[config.mk]
export PLATFORM = sky130hd
export DESIGN_NAME = game_flow_ctrl
export DESIGN_NICKNAME = d
export VERILOG_FILES = /design/src/rtl/game_pkg.sv /design/src/rtl/btn_edge.sv /design/src/rtl/game_flow_ctrl.sv
export SDC_FILE = /design/constraint.sdc
export NUM_CORES = 1
export LEC_CHECK = 0
export BUFFER_PORTS_ARGS = -buffer_cell sky130_fd_sc_hd__buf_2
export CAP_MARGIN = 20
export CORE_ASPECT_RATIO = 0.75
export CORE_MARGIN = 3
export CORE_UTILIZATION = 50
export DETAILED_ROUTE_END_ITERATION = 8
export PLACE_DENSITY = 0.8
export SLEW_MARGIN = 20
export SYNTH_ARGS = -nofsm -noshare
export SYNTH_HDL_FRONTEND = slang
export SYNTH_SLANG_ARGS = --single-unit
[constraint.sdc]
create_clock -name clock -period 1.85 [get_ports clock]
set_input_delay 0 -clock clock [delete_from_list [all_inputs] [get_ports clock]]
set_output_delay 0 -clock clock [all_outputs]
set_load 0.02 [all_outputs]
[src/rtl/game_pkg.sv]
// -----------------------------------------------------------------------------
// game_pkg
// Constants shared by the brick-breaker blocks (game_flow_ctrl, paddle, ball,
// bricks):
//   - STATE_W and the 3-bit game state codes decoded by every datapath block
//   - SCREEN_W, the playfield width in pixels
//   - LEVEL_MAX, the level counter ceiling
//   - shrink_len(), the floored paddle-length reduction applied per level
// -----------------------------------------------------------------------------
package game_pkg;

    localparam int STATE_W = 3;

    localparam logic [STATE_W-1:0] ST_IDLE        = 3'b000;
    localparam logic [STATE_W-1:0] ST_SERVE       = 3'b001;
    localparam logic [STATE_W-1:0] ST_PLAY        = 3'b010;
    localparam logic [STATE_W-1:0] ST_LIFE_LOST   = 3'b011;
    localparam logic [STATE_W-1:0] ST_LEVEL_CLEAR = 3'b100;
    localparam logic [STATE_W-1:0] ST_GAME_OVER   = 3'b101;

    localparam int SCREEN_W = 160;

    localparam logic [2:0] LEVEL_MAX = 3'd7;

    // Returns max(min_len, len - step) without ever forming a negative value:
    // the comparison is done against min_len + step in a widened sum.
    function automatic logic [4:0] shrink_len(input logic [4:0] len,
                                              input logic [4:0] step,
                                              input logic [4:0] min_len);
        logic [5:0] floor_sum;
        floor_sum = {1'b0, min_len} + {1'b0, step};
        if ({1'b0, len} < floor_sum) begin
            return min_len;
        end
        return len - step;
    endfunction

endpackage

[src/rtl/btn_edge.sv]
// -----------------------------------------------------------------------------
// btn_edge
// Rising-edge detector for an already-synchronised key level.
// The history register resets to 1, so a key held down through reset release
// does not look like a fresh press.
// Ports:
//   clock   in  system clock
//   reset   in  synchronous, active-low
//   btn_i   in  key level
//   rise_o  out high in the cycle the key goes from low to high
// -----------------------------------------------------------------------------
module btn_edge (
    input  logic clock,
    input  logic reset,
    input  logic btn_i,
    output logic rise_o
);

    logic prev_q;

    always_ff @(posedge clock) begin
        if (!reset) begin
            prev_q <= 1'b1;
        end else begin
            prev_q <= btn_i;
        end
    end

    assign rise_o = btn_i & ~prev_q;

endmodule

[src/rtl/game_flow_ctrl.sv]
// -----------------------------------------------------------------------------
// game_flow_ctrl
// Top-level game sequencer. Owns the game state decoded by the paddle, ball
// and brick blocks, tracks lives / level / paddle length, and issues the
// one-cycle ball_reset and board_reload strobes.
// Ports:
//   clock         in   system clock
//   reset         in   synchronous, active-low
//   frame_tick    in   one-cycle pulse per video frame (pause timer only)
//   start_btn     in   start key level
//   launch_btn    in   launch key level
//   ball_lost     in   pulse, ball fell below the paddle (PLAY only)
//   bricks_clear  in   level, no bricks left (PLAY only)
//   state         out  game state code (also the FSM debug view)
//   paddle_en     out  paddle may move (SERVE, PLAY)
//   paddle_len    out  current paddle length in pixels
//   lives         out  remaining lives
//   level         out  current level, saturating at 7
//   ball_reset    out  one-cycle strobe: park ball on paddle
//   board_reload  out  one-cycle strobe: reload brick field
//   game_over     out  high while in GAME_OVER
// -----------------------------------------------------------------------------
module game_flow_ctrl
    import game_pkg::*;
#(
    parameter int unsigned LIVES_INIT   = 3,
    parameter int unsigned LEN_INIT     = 24,
    parameter int unsigned LEN_STEP     = 4,
    parameter int unsigned LEN_MIN      = 8,
    parameter int unsigned PAUSE_FRAMES = 60
) (
    input  logic               clock,
    input  logic               reset,
    input  logic               frame_tick,
    input  logic               start_btn,
    input  logic               launch_btn,
    input  logic               ball_lost,
    input  logic               bricks_clear,
    output logic [STATE_W-1:0] state,
    output logic               paddle_en,
    output logic [4:0]         paddle_len,
    output logic [1:0]         lives,
    output logic [2:0]         level,
    output logic               ball_reset,
    output logic               board_reload,
    output logic               game_over
);

    localparam logic [1:0] LIVES_INIT_L = 2'(LIVES_INIT);
    localparam logic [4:0] LEN_INIT_L   = 5'(LEN_INIT);
    localparam logic [4:0] LEN_STEP_L   = 5'(LEN_STEP);
    localparam logic [4:0] LEN_MIN_L    = 5'(LEN_MIN);
    localparam logic [7:0] PAUSE_L      = 8'(PAUSE_FRAMES);

    logic start_rise;
    logic launch_rise;

    btn_edge u_start_edge (
        .clock  (clock),
        .reset  (reset),
        .btn_i  (start_btn),
        .rise_o (start_rise)
    );

    btn_edge u_launch_edge (
        .clock  (clock),
        .reset  (reset),
        .btn_i  (launch_btn),
        .rise_o (launch_rise)
    );

    logic [STATE_W-1:0] state_q, state_d;
    logic [1:0]         lives_q, lives_d;
    logic [2:0]         level_q, level_d;
    logic [4:0]         len_q, len_d;
    logic [7:0]         timer_q, timer_d;
    logic               ball_reset_q, ball_reset_d;
    logic               board_reload_q, board_reload_d;

    logic [7:0] timer_inc;
    logic       pause_done;

    // The pause ends in the cycle of the PAUSE_FRAMES-th frame tick.
    assign timer_inc  = timer_q + 8'd1;
    assign pause_done = frame_tick && (timer_inc == PAUSE_L);

    always_comb begin
        state_d        = state_q;
        lives_d        = lives_q;
        level_d        = level_q;
        len_d          = len_q;
        timer_d        = timer_q;
        ball_reset_d   = 1'b0;
        board_reload_d = 1'b0;

        case (state_q)
            ST_IDLE, ST_GAME_OVER: begin
                if (start_rise) begin
                    state_d        = ST_SERVE;
                    lives_d        = LIVES_INIT_L;
                    level_d        = 3'd0;
                    len_d          = LEN_INIT_L;
                    ball_reset_d   = 1'b1;
                    board_reload_d = 1'b1;
                end
            end

            ST_SERVE: begin
                if (launch_rise) begin
                    state_d = ST_PLAY;
                end
            end

            ST_PLAY: begin
                // A cleared board wins over a simultaneous lost ball.
                if (bricks_clear) begin
                    state_d = ST_LEVEL_CLEAR;
                    timer_d = 8'd0;
                    level_d = (level_q == LEVEL_MAX) ? level_q : level_q + 3'd1;
                    len_d   = shrink_len(len_q, LEN_STEP_L, LEN_MIN_L);
                end else if (ball_lost) begin
                    state_d = ST_LIFE_LOST;
                    timer_d = 8'd0;
                    if (lives_q != 2'd0) begin
                        lives_d = lives_q - 2'd1;
                    end
                end
            end

            ST_LIFE_LOST: begin
                if (frame_tick) begin
                    timer_d = timer_inc;
                end
                if (pause_done) begin
                    timer_d = 8'd0;
                    if (lives_q == 2'd0) begin
                        state_d = ST_GAME_OVER;
                    end else begin
                        state_d      = ST_SERVE;
                        ball_reset_d = 1'b1;
                    end
                end
            end

            ST_LEVEL_CLEAR: begin
                if (frame_tick) begin
                    timer_d = timer_inc;
                end
                if (pause_done) begin
                    timer_d        = 8'd0;
                    state_d        = ST_SERVE;
                    ball_reset_d   = 1'b1;
                    board_reload_d = 1'b1;
                end
            end

            default: begin
                state_d = ST_IDLE;
            end
        endcase
    end

    always_ff @(posedge clock) begin
        if (!reset) begin
            state_q        <= ST_IDLE;
            lives_q        <= 2'd0;
            level_q        <= 3'd0;
            len_q          <= LEN_INIT_L;
            timer_q        <= 8'd0;
            ball_reset_q   <= 1'b0;
            board_reload_q <= 1'b0;
        end else begin
            state_q        <= state_d;
            lives_q        <= lives_d;
            level_q        <= level_d;
            len_q          <= len_d;
            timer_q        <= timer_d;
            ball_reset_q   <= ball_reset_d;
            board_reload_q <= board_reload_d;
        end
    end

    assign state        = state_q;
    assign paddle_en    = (state_q == ST_SERVE) || (state_q == ST_PLAY);
    assign paddle_len   = len_q;
    assign lives        = lives_q;
    assign level        = level_q;
    assign ball_reset   = ball_reset_q;
    assign board_reload = board_reload_q;
    assign game_over    = (state_q == ST_GAME_OVER);

endmodule
Word-level counts from Yosys, hierarchy flattened
Index checks and enable logic that the tools add are counted.

word-level totals
  latch bits = 0
  RAM bits = 0
  flip-flop bits (word level) = 25
  memories = 0
  ROM bits = 0
  output and inout port bits = 17

operators by class
  magnitude comparators = 1
  multiplexer cells = 36
  add/subtract/negate cells = 4
  reduce and logical (&&, ||, !) cells = 14
  eq/ne operators = 18
  multipliers = 0
  divide/modulo/power cells = 0
  bitwise gates (word level) = 4
  shifts and indexed selects = 0

operators with widths
  kind                                                 number
  two-way mux 8 bit                                    4
  two-way mux 3 bit                                    10
  two-way mux 5 bit                                    4
  != test 2 bit, second input constant                 9
  case mux 8 bit (2 select lines)                      1
  case mux 3 bit (5 select lines)                      1
  case mux 5 bit (2 select lines)                      1
  AND reduction 5 bit                                  2
  equality test 3 bit, second input constant           3
  adder 8 x 1 -> 8 bit, second input constant          1
  equality test 8 x 6 -> 1 bit, second input constant  1
  two-way mux 2 bit                                    4
  two-way mux 1 bit                                    7
  equality test 3 x 2 -> 1 bit, second input constant  2
  case mux 3 bit (2 select lines)                      1
  AND reduction 3 bit                                  2
  nonzero test 2 bit                                   3
  < comparator 5 x 4 -> 1 bit, second input constant   1
  subtractor 5 x 3 -> 5 bit, second input constant     1
  case mux 2 bit (2 select lines)                      1
  AND reduction 4 bit                                  1
  OR reduction 2 bit                                   2
  adder 3 x 1 -> 3 bit, second input constant          1
  equality test 3 x 1 -> 1 bit, second input constant  1
  other kinds (11)                                     13

Longest topological paths before layout
  depth in word-level cells = 7
  depth in mapped cells = 7
  depth with buffers taken out = 7

Cells and area by module
A second synthesis with hierarchy kept.

second synthesis, totals
  cells, all modules = 163
  area, all modules = 1416.4 sq um

modules (own cells, without submodules)
  module          area each (sq um)  times used  sequential area each (sq um)  cells each
  game_flow_ctrl  1336.3             1           420.4                         157
  btn_edge        40.0               2           20.0                          3

Least setup slack after synthesis
OpenSTA, ideal clock, no wires.

  path type = reg2reg
  from = reg timer_q[0]
  to = reg state_q[2] (netlist: state[2])
  stages on the path, launching flop included = 7
  path buffers = 0
  data arrival time = 1672 ps
  slack = 56 ps
  path through = dfxtp_1 -> ha_1 -> and3_4 -> xnor2_2 -> a31oi_2 -> or2_4 -> o311a_1

between the ends
  cells in the longest elaborated chain, start to end = 5
  elaborated cells on any way between the ends = 6
  classes of those cells = 1 x add/sub; 3 x eq/ne; 2 x reduce/logical

ends and longest elaborated chain
  element                                 RTL line               RTL
  start, declared                         game_flow_ctrl.sv:76   logic [7:0] timer_q, timer_d;
  start signal, assigned                  game_flow_ctrl.sv:177  timer_q <= timer_d;
  adder 8 x 1 -> 8 bit *                  game_flow_ctrl.sv:84   assign timer_inc = timer_q + 8'd1;
  equality test 8 x 6 -> 1 bit *          game_flow_ctrl.sv:85   assign pause_done = frame_tick && (timer_inc == PAUSE_L);
  logical AND 1 bit *                     game_flow_ctrl.sv:85
  != test 2 bit (no source line)          -
  AND reduction 5 bit (no source line) *  -
  end signal, assigned                    game_flow_ctrl.sv:173  state_q <= state_d;
  end, declared                           game_flow_ctrl.sv:72   logic [STATE_W-1:0] state_q, state_d;

Every way passes the cells marked *; elsewhere a longest branch is shown, timed or not.
A chain may end at the register's enable or synchronous reset.

Worst setup path in the final report
Same ends and word-level chain as after synthesis.

==> flow_summary.json <==
{
  "htreeDepth": 1,
  "gp_congestion": 0.979,
  "ir_worst_vdd_mv": 0.329,
  "via_count": 1369,
  "post_cts_buffers": 0,
  "synth_top_area_share_pct": 32.9,
  "tns_ns": 0,
  "p_int_mw": 0.683,
  "power_leakage_nw": 0.663,
  "maxCapViolations": 0,
  "path_clk_slew_ns": 0.08,
  "dr.pass1.iters": 4,
  "netlist_instances": 172,
  "grt_start_max_net_pins": 14,
  "die_y_um": 51.8,
  "cts_tree": "yes",
  "critPathLaunchType": "flip-flop",
  "grt_first_pass_wirelength_um": 5390,
  "place_hpwl_um": 2470,
  "syn_to_final_growth_pct": 17.8,
  "seq_power_share_pct": 55.6,
  "finalPower_mw": 0.915,
  "place_ws_ns": -0.0180,
  "final_cell_mix": "dfxtp_1, buf_2, nand2_1",
  "finalNonFillerCells": 230,
  "worst_slack_ns": 0.0518,
  "placed_cells_incl_taps": 224,
  "clock_latency_ns": 0.27,
  "synth-async-reset-ratio_pct": 0,
  "fin_skew_ns": 0.00422,
  "ys.flop_type": "dfxtp_1",
  "synth-seq-cells": 23,
  "routed_wl_um": 3380,
  "diodes": 0,
  "initial_core_util_pct": 56.4,
  "clock_power_share_pct": 34.9,
  "slew_violations": 0,
  "nNetsFinal": 210,
  "synth_area_leader_cell": "dfxtp_1",
  "dieWidth_um": 67.1,
  "post_drt_wl_per_cell_um": 14.7,
  "ys_types": 46,
  "critPathArrivalTime_ns": 2.02,
  "place_area_sq_um": 1540,
  "synth_edf_count": 0,
  "ys_seq_area_share_pct": 32.9,
  "path_class": "flip-flop to flip-flop",
  "rows": 15,
  "fmax_mhz": 556,
  "hold_violations": 0,
  "hp-class": "input port to flip-flop",
  "grt_pass1_vias": 1158,
  "final_layout_size_suffix_gt1_share_pct": 25.5,
  "antenna_found_initial": 0,
  "rr_startpoint": "timer_q[0]$_SDFFE_PN0P_",
  "power.density_nw_per_um2": 555,
  "grt_usage_pct": 20.3,
  "port_buffers": 21,
  "drc": 0,
  "cts_root_buf": "clkbuf_8",
  "syn_area_sq_um": 1400,
  "finalSetupViolations": 0,
  "status": "finished, final reports clean",
  "switching_share_pct": 25.3,
  "endpoint_kind": "flip-flop",
  "cts_buffer_depth": 2,
  "power_switching_mw": 0.231,
  "via_per_inst": 5.95,
  "worst-endpoint-required_ns": 2.07,
  "syn_avg_cell_area_sq_um": 8.13,
  "power.share.combinational_pct": 9.5,
  "drt_iter0_drc": 208,
  "die_area_sq_um": 3470,
  "ioPinCount": 24,
  "numClockSinks": 23,
  "startpoint": "timer_q[0]$_SDFFE_PN0P_",
  "design_area_sq_um": 1650,
  "core_area_sq_um": 2480,
  "numCtsBuffers": 3,
  "gr-total-overflow": 0,
  "fin_crit_ns": 1.80,
  "cp_max_fo": 8,
  "ys_warn_count": 0,
  "ys_top_cells_by_area": "dfxtp_1, ha_1, nand2_1, nor2_1, nand3_1",
  "hold_path_startpoint": "reset",
  "finalCritPeriodShare_pct": 97.2,
  "ant_nets": 0
}
## synth_stat cells, types with 4 or more instances
cell type	count
dfxtp_1	23
nand2_1	20
nor2_1	15
nand3_1	10
a21oi_1	7
a31oi_1	7
inv_1	7
ha_1	6
o21ai_0	6
nand2b_1	5
nor2b_1	5
o211ai_1	5
a211oi_1	4
and2_1	4
clkbuf_1	4
## kinds of logic after synthesis
family,share of synthesized area [%]
multiplexers,0.806
flip-flops,32.9
AND/OR/NAND/NOR,30.7
AO/OA/AOI/OAI,20.0
other,0.268
adder cells (fa/ha/maj),5.37
buffers and inverters,6.27
XOR/XNOR,3.67
## critical path: stages (launching register included)
cell and delay [ns]:
dfxtp_4 0.39, ha_2 0.21, and3_4 0.22, xnor2_2 0.12, a31oi_2 0.13, buf_4 0.20
o31ai_1 0.27, o311a_1 0.20
## cell type report
| cell class | count | area (sq um) |
|---|---|---|
| clock buffers | 3 | 41.3 |
| clock inverters | 1 | 5.00 |
| fillers | 207 | 831 |
| inverters | 7 | 26.3 |
| multi-input cells | 132 | 886 |
| flip-flops and latches | 23 | 468 |
| well taps | 34 | 42.5 |
| repair buffers | 30 | 178 |
## power groups by stage
stage	logic (mW)	registers, mW	clock network (mW)
floorplan	0.0535	0.526	0
global placement	0.0808	0.522	0
detailed placement	0.0821	0.523	0
CTS	0.0860	0.511	0.326
global route	0.0957	0.510	0.348
finish	0.0870	0.508	0.319
## flip-flops by register name, indices dropped and copies added, names as in the netlist
name,cells
u_start_edge.prev_q,1
paddle_len,3
level,3
lives,2
timer_q,8
u_launch_edge.prev_q,1
board_reload,1
state,3
ball_reset,1
## final timing paths
path              slack [ns]  cells after the start                    endpoint
hold / removal          0.04                      2  paddle_len[3]$_SDFFE_PN1P_
hold reg to reg         0.50                      1       lives[0]$_SDFFE_PN0P_
setup / recovery        0.05                      7       state[2]$_SDFFE_PN0P_
setup reg to reg        0.05                      7       state[2]$_SDFFE_PN0P_
## per-stage QoR
step	hold slack [ns]	utilization, %
floorplan	0.101	-
global placement	0.195	62.2
detailed placement	0.205	62.2
CTS	0.0219	64.9
global route	0.0273	66.5
finish	0.0360	66.5
## layer usage
metal  track usage (%)  routed length (um)  up-vias
met4              5.05                  36        0
met2              31.6                1510       66
li1                  -                   -      656
met3              5.83                 280        5
met5                 0                   0        -
met1              27.5                1560      642
## repair_timing
| item | CTS | global route |
|---|---|---|
| gates resized for setup | 2 | 9 |
| hold endpoints to repair | 2 | 0 |
| endpoints found under the setup margin | 2 | 9 |
| hold buffers | 2 | 0 |
| pin swaps | 0 | 3 |
(Power assumes the default switching activity.)
